--- config.mk ---
export PLATFORM = sky130hd
export DESIGN_NAME = kim_tty_bridge
export DESIGN_NICKNAME = d
export VERILOG_FILES = /design/src/rtl/kim_tty_pkg.sv /design/src/rtl/kim_tty_rx_fifo.sv /design/src/rtl/kim_tty_bridge.sv
export SDC_FILE = /design/constraint.sdc
export NUM_CORES = 1
export LEC_CHECK = 0
export BUFFER_PORTS_ARGS = -buffer_cell sky130_fd_sc_hd__buf_2
export CAP_MARGIN = 20
export CORE_ASPECT_RATIO = 0.6
export CORE_UTILIZATION = 65
export CTS_CLUSTER_DIAMETER = 40
export DETAILED_ROUTE_END_ITERATION = 10
export GPL_TIMING_DRIVEN = 0
export PLACE_DENSITY = 0.85
export SKIP_LAST_GASP = 1
export SLEW_MARGIN = 20
export SYNTH_ARGS = -nofsm -noshare
export SYNTH_HDL_FRONTEND = slang
export SYNTH_SLANG_ARGS = --single-unit
--- constraint.sdc ---
create_clock -name clk -period 5 [get_ports clk]
set_input_delay 0.5 -clock clk [delete_from_list [all_inputs] [get_ports clk]]
set_output_delay 0.5 -clock clk [all_outputs]
set_load 0.02 [all_outputs]
--- src/rtl/kim_tty_pkg.sv ---
// kim_tty_pkg: shared FSM state types and sizing constants for the KIM-1 teletype bridge.
package kim_tty_pkg;

    localparam int RX_FIFO_DEPTH = 4;
    localparam int BIT_CNT_W     = 16;

    typedef enum logic [2:0] {
        RX_IDLE,
        RX_START,
        RX_DATA,
        RX_STOP,
        RX_WAIT_MARK
    } rx_state_t;

    typedef enum logic [1:0] {
        TX_IDLE,
        TX_START,
        TX_DATA,
        TX_STOP
    } tx_state_t;

endpackage

--- src/rtl/kim_tty_rx_fifo.sv ---
// kim_tty_rx_fifo: small synchronous FIFO holding received bytes; DEPTH must be at least 2.
module kim_tty_rx_fifo
    import kim_tty_pkg::*;
#(
    parameter int DEPTH  = RX_FIFO_DEPTH,
    parameter int DATA_W = 8
) (
    input  logic              clk,
    input  logic              reset,
    input  logic              push,
    input  logic [DATA_W-1:0] push_data,
    input  logic              pop,
    output logic [DATA_W-1:0] pop_data,
    output logic              full,
    output logic              empty
);

    localparam int PTR_W = (DEPTH > 1) ? $clog2(DEPTH) : 1;
    localparam int CNT_W = $clog2(DEPTH + 1);

    logic [DATA_W-1:0] mem [DEPTH];
    logic [PTR_W-1:0]  wr_ptr;
    logic [PTR_W-1:0]  rd_ptr;
    logic [CNT_W-1:0]  count;
    logic              do_push;
    logic              do_pop;

    function automatic logic [PTR_W-1:0] ptr_inc(input logic [PTR_W-1:0] p);
        return (p == PTR_W'(DEPTH - 1)) ? '0 : p + 1'b1;
    endfunction

    assign empty    = (count == '0);
    assign full     = (count == CNT_W'(DEPTH));
    assign do_pop   = pop && !empty;
    // A pop in the same cycle frees the slot, so a push into a full FIFO is still accepted.
    assign do_push  = push && (!full || do_pop);
    assign pop_data = mem[rd_ptr];

    always_ff @(posedge clk or negedge reset) begin
        if (!reset) begin
            for (int i = 0; i < DEPTH; i++) begin
                mem[i] <= '0;
            end
            wr_ptr <= '0;
            rd_ptr <= '0;
            count  <= '0;
        end else begin
            if (do_push) begin
                mem[wr_ptr] <= push_data;
                wr_ptr      <= ptr_inc(wr_ptr);
            end
            if (do_pop) begin
                rd_ptr <= ptr_inc(rd_ptr);
            end
            if (do_push && !do_pop) begin
                count <= count + 1'b1;
            end else if (do_pop && !do_push) begin
                count <= count - 1'b1;
            end
        end
    end

endmodule

--- src/rtl/kim_tty_bridge.sv ---
// kim_tty_bridge: deserialises KIM-1 TTYO into a byte stream and serialises host bytes onto TTYI.
// Build option KIM_TTY_RX_FIFO_EN selects a RX_FIFO_DEPTH-entry receive FIFO instead of one holding register.
module kim_tty_bridge
    import kim_tty_pkg::*;
#(
    parameter int BIT_DIV   = 5208,
    parameter int STOP_BITS = 2
) (
    input  logic       clk,
    input  logic       reset,
    input  logic       ttyo,
    output logic       ttyi,
    output logic [7:0] rx_data,
    output logic       rx_valid,
    input  logic       rx_ready,
    input  logic [7:0] tx_data,
    input  logic       tx_valid,
    output logic       tx_ready,
    output logic       rx_framing_err,
    output logic       rx_overrun
);

    localparam logic [BIT_CNT_W-1:0] HALF_RELOAD = BIT_CNT_W'(BIT_DIV / 2 - 1);
    localparam logic [BIT_CNT_W-1:0] FULL_RELOAD = BIT_CNT_W'(BIT_DIV - 1);
    localparam logic                 STOP_LAST   = 1'(STOP_BITS - 1);

    logic                 ttyo_p0;
    logic                 ttyo_s;

    rx_state_t            rx_state, rx_state_nxt;
    logic [BIT_CNT_W-1:0] rx_cnt, rx_cnt_nxt;
    logic [7:0]           rx_sh, rx_sh_nxt;
    logic [2:0]           rx_bit, rx_bit_nxt;
    logic                 rx_push;
    logic                 rx_ferr;
    logic                 rx_pop;
    logic                 rx_drop;

    tx_state_t            tx_state, tx_state_nxt;
    logic [BIT_CNT_W-1:0] tx_cnt, tx_cnt_nxt;
    logic [7:0]           tx_sh, tx_sh_nxt;
    logic [2:0]           tx_bit, tx_bit_nxt;
    logic                 tx_stop, tx_stop_nxt;
    logic                 ttyi_nxt;
    logic                 tx_last;
    logic                 tx_take;

    // ---- stage p0/p1: two-flop synchroniser, idles at mark
    always_ff @(posedge clk or negedge reset) begin
        if (!reset) begin
            ttyo_p0 <= 1'b1;
            ttyo_s  <= 1'b1;
        end else begin
            ttyo_p0 <= ttyo;
            ttyo_s  <= ttyo_p0;
        end
    end

    // ---- receiver FSM
    always_ff @(posedge clk or negedge reset) begin
        if (!reset) begin
            rx_state <= RX_IDLE;
            rx_cnt   <= '0;
            rx_sh    <= '0;
            rx_bit   <= '0;
        end else begin
            rx_state <= rx_state_nxt;
            rx_cnt   <= rx_cnt_nxt;
            rx_sh    <= rx_sh_nxt;
            rx_bit   <= rx_bit_nxt;
        end
    end

    always_comb begin
        rx_state_nxt = rx_state;
        rx_cnt_nxt   = rx_cnt;
        rx_sh_nxt    = rx_sh;
        rx_bit_nxt   = rx_bit;
        rx_push      = 1'b0;
        rx_ferr      = 1'b0;
        if (rx_state != RX_IDLE && rx_state != RX_WAIT_MARK && rx_cnt != '0) begin
            rx_cnt_nxt = rx_cnt - 1'b1;
        end
        case (rx_state)
            RX_IDLE: begin
                if (!ttyo_s) begin
                    rx_state_nxt = RX_START;
                    rx_cnt_nxt   = HALF_RELOAD;
                end
            end
            RX_START: begin
                if (rx_cnt == '0) begin
                    if (ttyo_s) begin
                        rx_state_nxt = RX_IDLE;
                    end else begin
                        rx_state_nxt = RX_DATA;
                        rx_cnt_nxt   = FULL_RELOAD;
                        rx_bit_nxt   = '0;
                    end
                end
            end
            RX_DATA: begin
                if (rx_cnt == '0) begin
                    rx_sh_nxt  = {ttyo_s, rx_sh[7:1]};
                    rx_cnt_nxt = FULL_RELOAD;
                    rx_bit_nxt = rx_bit + 3'd1;
                    if (rx_bit == 3'd7) begin
                        rx_state_nxt = RX_STOP;
                    end
                end
            end
            RX_STOP: begin
                if (rx_cnt == '0) begin
                    if (ttyo_s) begin
                        rx_push      = 1'b1;
                        rx_state_nxt = RX_IDLE;
                    end else begin
                        rx_ferr      = 1'b1;
                        rx_state_nxt = RX_WAIT_MARK;
                    end
                end
            end
            RX_WAIT_MARK: begin
                // Stay here through a break so it reports a single framing error.
                if (ttyo_s) begin
                    rx_state_nxt = RX_IDLE;
                end
            end
            default: rx_state_nxt = RX_IDLE;
        endcase
    end

    // ---- receive byte store
`ifdef KIM_TTY_RX_FIFO_EN
    logic fifo_full;
    logic fifo_empty;

    kim_tty_rx_fifo #(
        .DEPTH  (RX_FIFO_DEPTH),
        .DATA_W (8)
    ) u_rx_fifo (
        .clk       (clk),
        .reset     (reset),
        .push      (rx_push),
        .push_data (rx_sh),
        .pop       (rx_pop),
        .pop_data  (rx_data),
        .full      (fifo_full),
        .empty     (fifo_empty)
    );

    assign rx_valid = !fifo_empty;
    assign rx_pop   = rx_valid && rx_ready;
    assign rx_drop  = rx_push && fifo_full && !rx_pop;
`else
    logic [7:0] hold_data;
    logic       hold_valid;

    assign rx_valid = hold_valid;
    assign rx_data  = hold_data;
    assign rx_pop   = hold_valid && rx_ready;
    assign rx_drop  = rx_push && hold_valid && !rx_pop;

    always_ff @(posedge clk or negedge reset) begin
        if (!reset) begin
            hold_data  <= '0;
            hold_valid <= 1'b0;
        end else if (rx_push && !rx_drop) begin
            hold_data  <= rx_sh;
            hold_valid <= 1'b1;
        end else if (rx_pop) begin
            hold_valid <= 1'b0;
        end
    end
`endif

    always_ff @(posedge clk or negedge reset) begin
        if (!reset) begin
            rx_framing_err <= 1'b0;
            rx_overrun     <= 1'b0;
        end else begin
            rx_framing_err <= rx_ferr;
            rx_overrun     <= rx_drop;
        end
    end

    // ---- transmitter FSM
    // Ready is raised in the final cycle of the last stop bit so a queued byte starts with no idle gap.
    assign tx_last  = (tx_state == TX_STOP) && (tx_cnt == '0) && (tx_stop == STOP_LAST);
    assign tx_ready = (tx_state == TX_IDLE) || tx_last;
    assign tx_take  = tx_valid && tx_ready;

    always_ff @(posedge clk or negedge reset) begin
        if (!reset) begin
            tx_state <= TX_IDLE;
            tx_cnt   <= '0;
            tx_sh    <= '0;
            tx_bit   <= '0;
            tx_stop  <= 1'b0;
            ttyi     <= 1'b1;
        end else begin
            tx_state <= tx_state_nxt;
            tx_cnt   <= tx_cnt_nxt;
            tx_sh    <= tx_sh_nxt;
            tx_bit   <= tx_bit_nxt;
            tx_stop  <= tx_stop_nxt;
            ttyi     <= ttyi_nxt;
        end
    end

    always_comb begin
        tx_state_nxt = tx_state;
        tx_cnt_nxt   = tx_cnt;
        tx_sh_nxt    = tx_sh;
        tx_bit_nxt   = tx_bit;
        tx_stop_nxt  = tx_stop;
        ttyi_nxt     = ttyi;
        if (tx_state != TX_IDLE && tx_cnt != '0) begin
            tx_cnt_nxt = tx_cnt - 1'b1;
        end
        if (tx_take) begin
            tx_state_nxt = TX_START;
            tx_cnt_nxt   = FULL_RELOAD;
            tx_sh_nxt    = tx_data;
            ttyi_nxt     = 1'b0;
        end else begin
            case (tx_state)
                TX_START: begin
                    if (tx_cnt == '0) begin
                        tx_state_nxt = TX_DATA;
                        tx_cnt_nxt   = FULL_RELOAD;
                        tx_bit_nxt   = '0;
                        ttyi_nxt     = tx_sh[0];
                        tx_sh_nxt    = {1'b0, tx_sh[7:1]};
                    end
                end
                TX_DATA: begin
                    if (tx_cnt == '0) begin
                        tx_cnt_nxt = FULL_RELOAD;
                        if (tx_bit == 3'd7) begin
                            tx_state_nxt = TX_STOP;
                            tx_stop_nxt  = 1'b0;
                            ttyi_nxt     = 1'b1;
                        end else begin
                            tx_bit_nxt = tx_bit + 3'd1;
                            ttyi_nxt   = tx_sh[0];
                            tx_sh_nxt  = {1'b0, tx_sh[7:1]};
                        end
                    end
                end
                TX_STOP: begin
                    if (tx_cnt == '0) begin
                        if (tx_stop == STOP_LAST) begin
                            tx_state_nxt = TX_IDLE;
                        end else begin
                            tx_stop_nxt = tx_stop + 1'b1;
                            tx_cnt_nxt  = FULL_RELOAD;
                        end
                    end
                end
                default: begin
                    tx_state_nxt = TX_IDLE;
                    ttyi_nxt     = 1'b1;
                end
            endcase
        end
    end

endmodule

== Word level (Yosys, flattened, before mapping) ==
Index checks and enable logic that the tools add are counted.

* Register bits after elaboration: 74
* Bits of input ports: 13
* Output and inout bits: 13
* Word-level logic and storage cells: 145

* Add/subtract/negate cells: 5
* Equality and inequality tests: 29
* Multiplexer cells: 59
* Bitwise gates (word level): 1
* Reductions and logical operators: 35

{| class="wikitable"
|+ Operators by type and width
! cell !! number
|-
| $mux 16 || 10
|-
| $pmux 16 s3 || 1
|-
| $mux 3 || 13
|-
| $logic_not 16->1 || 2
|-
| $mux 8 || 4
|-
| $pmux 16 s2 || 1
|-
| $reduce_bool 16->1 || 2
|-
| $sub 16x1->16 const B || 2
|-
| $ne 2x2->1 const B || 12
|-
| $ne 3x3->1 const B || 6
|-
| $mux 1 || 16
|-
| $pmux 8 s2 || 1
|-
| $pmux 3 s5 || 1
|-
| $reduce_and 5->1 || 3
|-
| $mux 2 || 7
|-
| $pmux 3 s2 || 2
|-
| $logic_and 1x1->1 || 10
|-
| $reduce_bool 2->1 || 5
|-
| $eq 3x3->1 const B || 3
|-
| $reduce_and 4->1 || 2
|-
| $add 3x1->3 const B || 2
|-
| $eq 3x2->1 const B || 2
|-
| $pmux 2 s3 || 1
|-
| $reduce_and 6->1 || 1
|-
| other kinds (17) || 20
|}

== Depth between registers and ports, before layout ==
* Word-level depth: 8
* Gate-level depth with buffers: 9
* Gate-level depth less buffers: 7

== Least setup slack after synthesis ==
Ideal clock, no wire load.

* Kind: register to register
* Start: register rx_cnt[5]
* End: register rx_sh[1]
* Library setup time: 125 ps
* Arrival: 2291 ps
* Data required time: 4875 ps
* Path slack: 2585 ps
* Cell stages (with the launch flop): 8
* Path buffers: 2
* Period minus slack after synthesis: 2415 ps
* Path through: dfrtp_1 or4_1 buf_2 nor4_4 nand2_2 nor4_2 buf_2 mux2_2

* Longest elaborated chain between the ends: 2

{| class="wikitable"
|+ Ends and longest elaborated chain
! item !! RTL line !! text
|-
| from (decl) || kim_tty_bridge.sv:31 || <nowiki>logic [BIT_CNT_W-1:0] rx_cnt, rx_cnt_nxt;</nowiki>
|-
| from (signal assigned) || kim_tty_bridge.sv:68 || <nowiki>rx_cnt <= rx_cnt_nxt;</nowiki>
|-
| $logic_not 16->1 || kim_tty_bridge.sv:103 || <nowiki>if (rx_cnt == '0) begin</nowiki>
|-
| $reduce_and 2->1 (no source line) || -- ||
|-
| to (signal assigned) || kim_tty_bridge.sv:69 || <nowiki>rx_sh <= rx_sh_nxt;</nowiki>
|-
| to (decl) || kim_tty_bridge.sv:32 || <nowiki>logic [7:0] rx_sh, rx_sh_nxt;</nowiki>
|}

Every way passes these cells.
A chain may end at the register's enable or synchronous reset.

== Worst setup path after layout ==
* Start: register rx_cnt[5]
* End: register rx_sh[3]

The elaborated chain is that of the path after synthesis.

==> flow_summary.yaml <==
status:
  status: "finished, final reports clean"
setup_path:
  crit_path_end_kind: "register"
  rr_worst_depth: 7
  r2r-end: "rx_sh[3]$_DFFE_PN0P_"
  crit_path_start_kind: "register"
  crit_start: "rx_cnt[5]$_DFF_PN0_"
  critPathKind: "reg2reg"
  regToRegSetupSlack_ns: 2.15
  cp-endpoint: "rx_sh[3]$_DFFE_PN0P_"
  cp.arrival_ns: 3.09
  r2r_start: "rx_cnt[5]$_DFF_PN0_"
  cp.required_ns: 5.24
  worstPathMaxFanout: 10
floorplanning:
  initial_utilization: 0.6792
  die_w_um: 100.7
  rows: 21
  die-area_um2: 6168
  pin_count: 26
  coreArea_um2: 5597
  die_h_um: 61.24
routing:
  wl_per_cell_um: 16.60
  ant_nets: 0
  top_layer: "met4"
  met1_length_um: 3799
  vias: 3041
  dr_wl_met2_um: 3471
  routed-wl-met3_um: 710
  firstDrtPassIters: 5
  drc: 0
  routed_wirelength_um: 8134
  avgViaCountPerCell: 6.206
  drt_iter0_markers: 333
timing:
  period_needed_ns: 2.849
  tightest_slew_ns: 0.7806
  finalSetupViolCount: 0
  slew_headroom: 0.4752
  hold_viol: 0
  fin_crit_sh: 0.5699
  clock.fmax_mhz: 350.9
  finClkSkew_ns: 0.009638
  fin_tns_setup_ns: 0
  rsz0062_at_grt: "no"
  setup_slack_ns: 2.151
  slew_viol_final: 0
  hold_ws_ns: 0.04852
logic_synthesis:
  seq_area_frac_synth: 0.4882
  yosysTopAreaCellShare: 0.4674
  synth.most_common_cell: "dfrtp_1"
  synth-main-ff-cell: "dfrtp_1"
  syn_area_um2: 3801
  synth_nets: 392
  syn-mean-instance-area_um2: 10.33
  yosysTopAreaCell: "dfrtp_1"
  synth_edf_count: 0
  async_flop_share: 1.000
  synth_commonest_cells: "71 x dfrtp_1, 33 x nor2_1, 22 x nand2_1, 22 x o21ai_0"
  synth_cells: 368
  ys_ff_latch: 74
  synth_area_leaders: "dfrtp_1 47%, mux2_2 3.9%, ha_1 3.6%"
  yosysWarnings: 0
  ys_types: 54
cts:
  cts_root_buffer: "clkbuf_8"
  numClockSinks: 74
  postCtsSetupRepairBufs: 0
  cts.repair.resized: 0
  cts_buffers: 9
  cts_tree: "built"
  cts_buffer_depth: 2
  cts-htree-levels: 3
  clock_latency_ns: 0.36
  holdBufCountCts: 0
  path_clk_slew_ns: 0.08
global_route:
  antenna_found_initial: 0
  overflow: 0
  grt_pass1_wl_um: 13260
  grt_pass1_vias: 2775
  grt_usage: 0.2901
  grt_max_degree: 52
cells_and_area:
  antenna_cells: 0
  fillers: 383
  nets: 429
  area_delta_synth_final_pct: 12.54
  post-route-cell-area_um2: 4278
  drive_gt1_frac: 0.1732
placed_design:
  place_ws_ns: 2.247
  placed_area_um2: 4063
  gp_congestion: 0.8810
  port-buffer-count: 25
  dp.final_hpwl_um: 5501
flow_run:
  maxCapViolCount: 0
hold_path:
  min-delay-path-class: "in2async"
pwr:
  ir_drop_mv: 0.2190
  power.leakage_nw: 1.848
  p_per_area_nw_per_um2: 277.2
  p_total_w: 0.001186
  seqPwrFrac: 0.533
  sw_frac_of_total: 0.2323
  p_comb_frac: 0.048
  p_switching_w: 0.0002756
  power_frac_clock: 0.419
  internal_power_w: 0.0009105
-- registers in the layout, summed over array words and instances, names as in the netlist, 2 cells and up --
register / count
rx_state: 3
tx_bit: 3
rx_data: 8
tx_state: 2
rx_cnt: 16
rx_sh: 8
tx_sh: 8
rx_bit: 3
tx_cnt: 16
-- worst min path at each step --
stage / start / slack [ns] / endpoint
after floorplan: reset / 0.20 / rx_bit[0]$_DFFE_PN0P_
after global placement: ttyo_p0$_DFF_PN1_ / 0.35 / ttyo_s$_DFF_PN1_
after detailed placement: ttyo_p0$_DFF_PN1_ / 0.35 / ttyo_s$_DFF_PN1_
after CTS: reset / 0.05 / rx_cnt[12]$_DFF_PN0_
after global routing: reset / 0.06 / tx_state[0]$_DFFE_PN0P_
final: reset / 0.05 / rx_overrun$_DFF_PN0_
-- power by group through the flow --
stage / clock network, W / registers (W) / logic, W
after global placement: 0 / 0.000642 / 0.0000512
after global routing: 0.000532 / 0.000634 / 0.0000644
after floorplan: 0 / 0.000638 / 0.0000315
after CTS: 0.000505 / 0.000631 / 0.0000571
final: 0.000497 / 0.000632 / 0.0000566
after detailed placement: 0 / 0.000643 / 0.0000566
-- critical path: stages (launching register included) --
cell	delay, ns
dfrtp_1	0.40
or4_1	0.52
buf_2	0.18
nor4_4	0.58
nand2_2	0.14
nor4_2	0.25
buf_2	0.30
mux2_2	0.36
-- logic make-up (layout without fill, tap and decap cells) --
group / after synthesis / in the layout / share of synthesized area
XOR/XNOR: 19 / 19 / 0.04378
adder cells (fa/ha/maj): 11 / 11 / 0.03621
flip-flops: 74 / 74 / 0.4882
AND/OR/NAND/NOR: 135 / 135 / 0.1959
AO/OA/AOI/OAI: 72 / 72 / 0.1218
multiplexers: 30 / 30 / 0.08591
buffers and inverters: 27 / 69 / 0.02830
-- per-stage QoR --
step	util	instances
floorplan	-	368
global route	0.7644	490
global placement	0.7194	473
CTS	0.7644	490
finish	0.7644	490
detailed placement	0.7259	474
-- metal layers --
| layer | vias to the layer above | track usage |
|---|---|---|
| met3 | 21 | 0.1078 |
| met4 | 0 | 0.1035 |
| li1 | 1416 | - |
| met5 | - | 0 |
| met1 | 1437 | 0.4036 |
| met2 | 167 | 0.4237 |
-- layout make-up --
type                       instances  area, um2  area share
multi-input combinational        267       1844      0.4311
inverter                          12      45.04     0.01053
tap                               80      100.1     0.02340
timing repair buffer              26      155.1     0.03627
sequential                        74       1856      0.4338
buffer                            15      62.56     0.01462
clock inverter                     3      46.29     0.01082
clock buffer                      13      168.9     0.03949
-- placed cells by master (no fill, tap or decap), drive strengths merged, types with 13 or more instances in the layout --
master,instances
o21ai,23
mux2,18
nor3,15
a21oi,14
buf,32
clkbuf,22
nor4,13
dfrtp,71
nand2,24
nor2,33
No activity file was read; power rests on OpenSTA's default activity.
